==> src/rtl/lal_seq_pkg.sv <==
// Shared types and helpers for the loadable down-counter sequencer.
// Holds the state encoding, default widths and the terminal-count check.
package lal_seq_pkg;

    localparam int unsigned CNT_W_DEF = 9;
    localparam int unsigned CMP_W_DEF = 4;

    typedef enum logic [2:0] {
        ST_IDLE  = 3'd0,
        ST_LOAD  = 3'd1,
        ST_RUN   = 3'd2,
        ST_PAUSE = 3'd3,
        ST_DONE  = 3'd4
    } state_e;

    // Callers zero-extend the counter to 32 bits.
    function automatic logic is_terminal(input logic [31:0] value);
        return (value == '0);
    endfunction

endpackage

==> src/rtl/lal_mag_cmp.sv <==
// Unsigned magnitude comparator: o_ge = (i_a >= i_b), purely combinational.
module lal_mag_cmp #(
    parameter int unsigned CMP_W = 4
) (
    input  logic [CMP_W-1:0] i_a,
    input  logic [CMP_W-1:0] i_b,
    output logic             o_ge
);

    assign o_ge = (i_a >= i_b);

endmodule

==> src/rtl/lal_count_sequencer.sv <==
// Sequencer for the loadable down-counter: loads a start value and decrements
// it on gated cycles, with pause, abort and a one-cycle completion pulse.
module lal_count_sequencer
    import lal_seq_pkg::*;
#(
    parameter int unsigned CNT_W = CNT_W_DEF,
    parameter int unsigned CMP_W = CMP_W_DEF
) (
    input  logic             clk,
    input  logic             rst_n,
    input  logic             start,
    input  logic [CNT_W-1:0] load_value,
    input  logic             hold,
    input  logic             abort,
    input  logic [CMP_W-1:0] cmp_a,
    input  logic [CMP_W-1:0] cmp_b,
    output logic [CNT_W-1:0] count,
    output logic             busy,
    output logic             done,
    output logic             gate,
    output logic             aborted
);

    state_e           r_state;
    state_e           w_next;
    logic [CNT_W-1:0] r_count;
    logic [CNT_W-1:0] r_load;
    logic             r_aborted;

    logic             w_gate;
    logic             w_capture;
    logic             w_load_cnt;
    logic             w_dec;
    logic             w_set_abort;
    logic             w_terminal;

    lal_mag_cmp #(
        .CMP_W (CMP_W)
    ) u_mag_cmp (
        .i_a  (cmp_a),
        .i_b  (cmp_b),
        .o_ge (w_gate)
    );

    assign w_terminal = is_terminal(32'(r_count));

    always_ff @(posedge clk or negedge rst_n) begin
        if (!rst_n) begin
            r_state <= ST_IDLE;
        end else begin
            r_state <= w_next;
        end
    end

    // Priority inside RUN: abort, hold, terminal count, then gated decrement.
    always_comb begin
        w_next      = r_state;
        w_capture   = 1'b0;
        w_load_cnt  = 1'b0;
        w_dec       = 1'b0;
        w_set_abort = 1'b0;
        case (r_state)
            ST_IDLE: begin
                if (start) begin
                    w_next    = ST_LOAD;
                    w_capture = 1'b1;
                end
            end
            ST_LOAD: begin
                if (abort) begin
                    w_next      = ST_IDLE;
                    w_set_abort = 1'b1;
                end else begin
                    w_next     = ST_RUN;
                    w_load_cnt = 1'b1;
                end
            end
            ST_RUN: begin
                if (abort) begin
                    w_next      = ST_IDLE;
                    w_set_abort = 1'b1;
                end else if (hold) begin
                    w_next = ST_PAUSE;
                end else if (w_terminal) begin
                    w_next = ST_DONE;
                end else if (w_gate) begin
                    w_dec = 1'b1;
                end
            end
            ST_PAUSE: begin
                if (abort) begin
                    w_next      = ST_IDLE;
                    w_set_abort = 1'b1;
                end else if (!hold) begin
                    w_next = ST_RUN;
                end
            end
            ST_DONE: begin
                w_next = ST_IDLE;
            end
            default: begin
                w_next = ST_IDLE;
            end
        endcase
    end

    always_ff @(posedge clk or negedge rst_n) begin
        if (!rst_n) begin
            r_load <= '0;
        end else if (w_capture) begin
            r_load <= load_value;
        end
    end

    always_ff @(posedge clk or negedge rst_n) begin
        if (!rst_n) begin
            r_count <= '0;
        end else if (w_load_cnt) begin
            r_count <= r_load;
        end else if (w_dec) begin
            r_count <= r_count - CNT_W'(1);
        end
    end

    always_ff @(posedge clk or negedge rst_n) begin
        if (!rst_n) begin
            r_aborted <= 1'b0;
        end else if (w_capture) begin
            r_aborted <= 1'b0;
        end else if (w_set_abort) begin
            r_aborted <= 1'b1;
        end
    end

    assign count   = r_count;
    assign busy    = (r_state == ST_LOAD) || (r_state == ST_RUN) || (r_state == ST_PAUSE);
    assign done    = (r_state == ST_DONE);
    assign gate    = w_gate;
    assign aborted = r_aborted;

endmodule

==> config.mk <==
export PLATFORM = sky130hd
export DESIGN_NAME = lal_count_sequencer
export DESIGN_NICKNAME = d
export VERILOG_FILES = /design/src/rtl/lal_seq_pkg.sv /design/src/rtl/lal_mag_cmp.sv /design/src/rtl/lal_count_sequencer.sv
export SDC_FILE = /design/constraint.sdc
export NUM_CORES = 1
export LEC_CHECK = 0
export ABC_CLOCK_PERIOD_IN_PS = 3110
export BUFFER_PORTS_ARGS = -buffer_cell sky130_fd_sc_hd__buf_2
export CORE_ASPECT_RATIO = 0.75
export CORE_MARGIN = 5
export CORE_UTILIZATION = 35
export DETAILED_ROUTE_END_ITERATION = 6
export PLACE_DENSITY = 0.6
export REMOVE_ABC_BUFFERS = 1
export SETUP_SLACK_MARGIN = 0.4
export SLEW_MARGIN = 5
export SYNTH_ARGS = -nofsm -noshare
export SYNTH_HDL_FRONTEND = slang
export SYNTH_SLANG_ARGS = --single-unit
export TNS_END_PERCENT = 20
==> constraint.sdc <==
create_clock -name clk -period 3.11 [get_ports clk]
set_input_delay 0.1555 -clock clk [delete_from_list [all_inputs] [get_ports clk]]
set_output_delay 0.1555 -clock clk [all_outputs]
set_load 0.02 [all_outputs]
# ---- Yosys cells after proc, flatten, opt, wreduce, memory -nomap -nowiden
# Cells that the tools add are included.
dict set report word_totals {
  register_bits 22
  latchBits 0
  ramBits 0
  mem_bits_ro 0
  in_bits 22
  out_inout_bits 13
  wordCells 44
  memories 0
}
dict set report classes {
  addsub 1
  mul 0
  div_mod_pow 0
  magnitude_cmp 1
  eq_ne 7
  shift 0
  mux 23
  bitwise_logic 0
  n_reduce_logical 8
}
# op n
set ops {}
lappend ops {{2-to-1 mux 3 bit} 6}
lappend ops {{2-to-1 mux 9 bit} 2}
lappend ops {{2-to-1 mux 1 bit} 13}
lappend ops {{one-hot mux 3 bit (4 select lines)} 1}
lappend ops {{zero test 9 bit} 1}
lappend ops {{subtractor 9 x 1 -> 9 bit (second input constant)} 1}
lappend ops {{equality test 3 x 2 -> 1 bit (second input constant)} 2}
lappend ops {{greater-or-equal comparator 4 bit} 1}
lappend ops {{inequality test 4 bit (second input constant)} 1}
lappend ops {{nonzero test 2 bit} 2}
lappend ops {{equality test 3 x 1 -> 1 bit (second input constant)} 1}
lappend ops {{equality test 3 bit (second input constant)} 1}
lappend ops {{zero test 3 bit} 1}
lappend ops {{inequality test 3 bit (second input constant)} 1}
lappend ops {{AND reduction 3 bit} 1}
lappend ops {{OR reduction 3 bit} 1}
lappend ops {{logical OR 1 bit} 2}
lappend ops {{2-to-1 mux 2 bit} 1}
lappend ops {{inequality test 2 bit (second input constant)} 1}

# ---- Longest topological paths before layout
dict set report logic_depth {
  word_depth 8
  ltp_mapped 8
  ltp_nobuf 8
}

# ---- Cells and area by module
# From an unflattened synthesis, not the netlist that was laid out.
dict set report hier_totals {
  cells_unflattened 122
  hier_area_um2 1244.9
}
# module n_inst cells_each area_each_um2 seq_area_each_um2
set modules_own_cells {}
lappend modules_own_cells {lal_count_sequencer 1 109 1144.8 550.5}
lappend modules_own_cells {lal_mag_cmp 1 13 100.1 0.0}

# ---- Least setup slack after synthesis
# OpenSTA, ideal clock, no wires.
dict set report synth_path {
  path_kind {register to register}
  start {register r_count[5] (netlist: count[5])}
  end {register r_count[6] (netlist: count[6])}
  setup_ns 0.151
  t_arrival_ns 1.674
  required_ns 2.959
  path_slack_ns 1.285
  path_stages_with_launch 6
  path_buffers 0
  synth_period_minus_slack_ns 1.825
  path_cell_list {dfrtp_1 or4_4 or3_4 nand4_1 xor2_1 o21ai_0}
}
dict set report synth_via {
  elab_chain_cells 6
  elab_cells_between_ends 9
  classes_between {add/sub (1); mux (6); reduce/logical (2)}
}
# element line_no
set synth_rtl {}
lappend synth_rtl {{start, declared} lal_count_sequencer.sv:26} ;# logic [CNT_W-1:0] r_count;
lappend synth_rtl {{start signal, assigned} lal_count_sequencer.sv:119} ;# r_count <= r_load;
lappend synth_rtl {{start signal, assigned} lal_count_sequencer.sv:121} ;# r_count <= r_count - CNT_W'(1);
lappend synth_rtl {{branches (longest 6 deep; another with subtractor 9 x 1 -> 9 bit)} n/a}
# Parallel ways; which one is timed is not known. The select of a mux whose other input is x is not followed.
# A chain may end at the register's enable or synchronous reset.

# ---- Final worst setup path
dict set report layout_path {
  start {register r_state[2]}
  end {register r_count[8] (netlist: count[8])}
}
dict set report layout_via {
  elab_chain_cells 3
  elab_cells_between_ends 6
  classes_between {eq/ne (2); mux (3); reduce/logical (1)}
}
# element line_no
set layout_rtl {}
lappend layout_rtl {{start, declared} lal_count_sequencer.sv:24} ;# state_e r_state;
lappend layout_rtl {{start signal, assigned} lal_count_sequencer.sv:51} ;# r_state <= w_next;
lappend layout_rtl {{equality test 3 x 1 -> 1 bit / equality test 3 x 2 -> 1 bit (equally long branches)} lal_count_sequencer.sv:62} ;# case (r_state)
lappend layout_rtl {{2-to-1 mux 1 bit} lal_count_sequencer.sv:62}
lappend layout_rtl {{2-to-1 mux 9 bit / nonzero test 2 bit (equally long branches)} n/a}
# Parallel ways exist; a longest one is shown, timed or not.

==> reports/metrics.cfg <==
[timing]
final.setup.tns_ns=0
min_period_ns=1.88
drv_slew=0
max_freq_ghz=0.533
relSlewSlack=0.473
hold_viol_final=0
fin_skew_ns=0.00231
setup_violations=0
rsz0062_at_grt=false
max_slew.worst_pin.slew_ns=0.789
period_share=0.604
hold_slack_ns=0.123

[global_route]
grt_max_degree=23
grt_first_pass_wirelength_mm=4.28
antenna_found_initial=0
grt_pass1_vias=971
grt_util_all_layers=0.115
gr-total-overflow=0

[logic_synthesis]
async_flop_share=1.00
synthFlopType=dfrtp_1
yosys.area.top_type=dfrtp_1
ys_seq_area_frac=0.471
syn_area_per_cell_um2=10.6
syn_inst=110
yosys_warnings=0
synthTopCellsByArea=dfrtp_1 (47%), mux2_2 (8.7%), ha_1 (5.4%)
yosysUniqueCellTypes=35
synth_top_area_frac=0.471
ys_seq_elements=22
synth_edf_count=0
syn_area_mm2=0.00117

[power_and_ir_drop]
ir_drop_v=0.000354
power.leakage_uw=0.000661
p_per_area_mw_per_mm2=736

[worst_setup_path]
crit_arrival_ns=2.01
crit_path_end_kind=flip-flop
cp_max_fo=7
required_ns=3.24
path_class=flip-flop to flip-flop
critical_path.startpoint_type=flip-flop

[die]
num_rows=18
die_x_um=76.7
coreArea_mm2=0.00324
die_y_um=60.0
start_util=0.360
io_pins=35
die-area_mm2=0.00461

[cells_and_area]
fin_util=0.449
diodes=0
fin_nets=176
drive_gt1_frac=0.399
area_delta_synth_final_pct=24.7
fillers=322

[clock_tree]
cts_tree=built
htreeDepth=1
cts.clk_slew.worst_paths_ns=0.07
cts_resized=0
clock-sinks=22
cts-root-buf=clkbuf_8
clk_path_buf_depth=2
clk_latency_ns=0.26
numCtsBuffers=3

[run_status]
outcome=completed

[detailed_routing]
vias=945
first_pass_iters=4
antenna_left=0
drc_errors=0
drt_first_iter_violations=43
via_per_inst=5.03
finalWirelength_mm=2.40
routedWlPerCell_um=12.8

[run]
cap_violations=0

[placed_design]
dp_hpwl_mm=1.91
place.gp.congestion=0.826
io_buffers=34

[worst_hold_path]
hold_class=primary input to flip-flop

sequential cells by signal (all words and copies together) (netlist names):
register	cells
r_state	3
count	9
r_load	9
aborted	1
synth_stat cells (2+ instances only):
cell type and instances:
dfrtp_1 22, nand2_1 11, nor2_1 10, mux2_2 9, inv_1 8, ha_1 5
a21oi_1 3, nand3_1 3, o21a_1 3, o21ai_0 3, xor2_1 3, a31oi_1 2
buf_2 2, nand3_2 2, nand4_1 2, nor3_1 2, o21ai_1 2
power by group:
part	switching [µW]	internal (µW)	total, µW
Sequential	95.5	383	479
Clock	85.4	113	198
Combinational	225	171	396
Total	406	667	1070
path summary, 6_finish.rpt:
check,to,cells past startpoint,start,slack [ns]
min in group asynchronous,r_load[0],2,rst_n,0.39
worst min-delay path,r_load[3],2,load_value[3],0.12
worst max register to register,count[8],6,r_state[2],1.23
worst min register to register,count[8],2,r_load[8],0.48
max in group asynchronous,r_load[5],2,rst_n,2.39
worst max-delay path,count[8],6,r_state[2],1.23
through the flow:
| stage | power (µW) | setup WS, ns | cell area (µm²) | instances |
|---|---|---|---|---|
| finish | 1070 | 1.23 | 1460 | 188 |
| global route | 1160 | 1.09 | 1460 | 188 |
| CTS | 1090 | 1.21 | 1460 | 188 |
| detailed placement | 887 | 1.22 | 1390 | 183 |
| global placement | 875 | 1.27 | 1390 | 183 |
| floorplan | 741 | 0.976 | 1160 | 108 |
kinds of logic after synthesis:
family	Yosys count	share of synthesized area
simple gates	41	0.202
flops	22	0.471
compound gates	19	0.122
buf+inv	10	0.0343
mux	9	0.0867
fa+ha+maj	5	0.0535
xor+xnor	4	0.0300
layout by cell type, fill, tap and decap left out, drive strengths merged, types with 2 or more instances in the layout:
cell type  instances
a31oi              2
dfrtp             22
nor3               3
buf               35
a21oi              3
nor4b              2
nand2             11
o21a               3
nand3              5
clkbuf             4
xor2               3
nor2              11
nand4              2
or3                2
inv                8
ha                 5
mux2               9
o21ai              5
area by class of cell:
type,instances,area [µm²],area share
Multi-Input combinational cell,78,584,0.401
Timing Repair Buffer,36,188,0.129
Inverter,8,30.0,0.0206
Sequential cell,22,551,0.378
Clock buffer,4,55.1,0.0378
Tap cell,40,50.0,0.0343
worst max-delay path, stage by stage, from the launching register on:
cell and delay [ns]:
dfrtp_1 0.45, nor2_2 0.17, nand3_2 0.13, a211oi_4 0.35
nand3_2 0.17, o311ai_0 0.38, nand2_1 0.10
routing by layer:
metal  part of all wire  routed length (µm)  GRT usage  vias to the layer above
li1                   -                   -          -                      472
met3              0.085                 204     0.0467                        2
met4             0.0025                   6    0.00748                        0
met1               0.44                1060      0.138                      446
met5                  0                   0          0                        -
met2               0.47                1120      0.203                       25
what timing repair did:
action                    CTS  global route
hold buffers                1             0
setup buffers               0             0
hold endpoints to repair   22             0
Note: power is estimated with default switching activity, not from simulation.
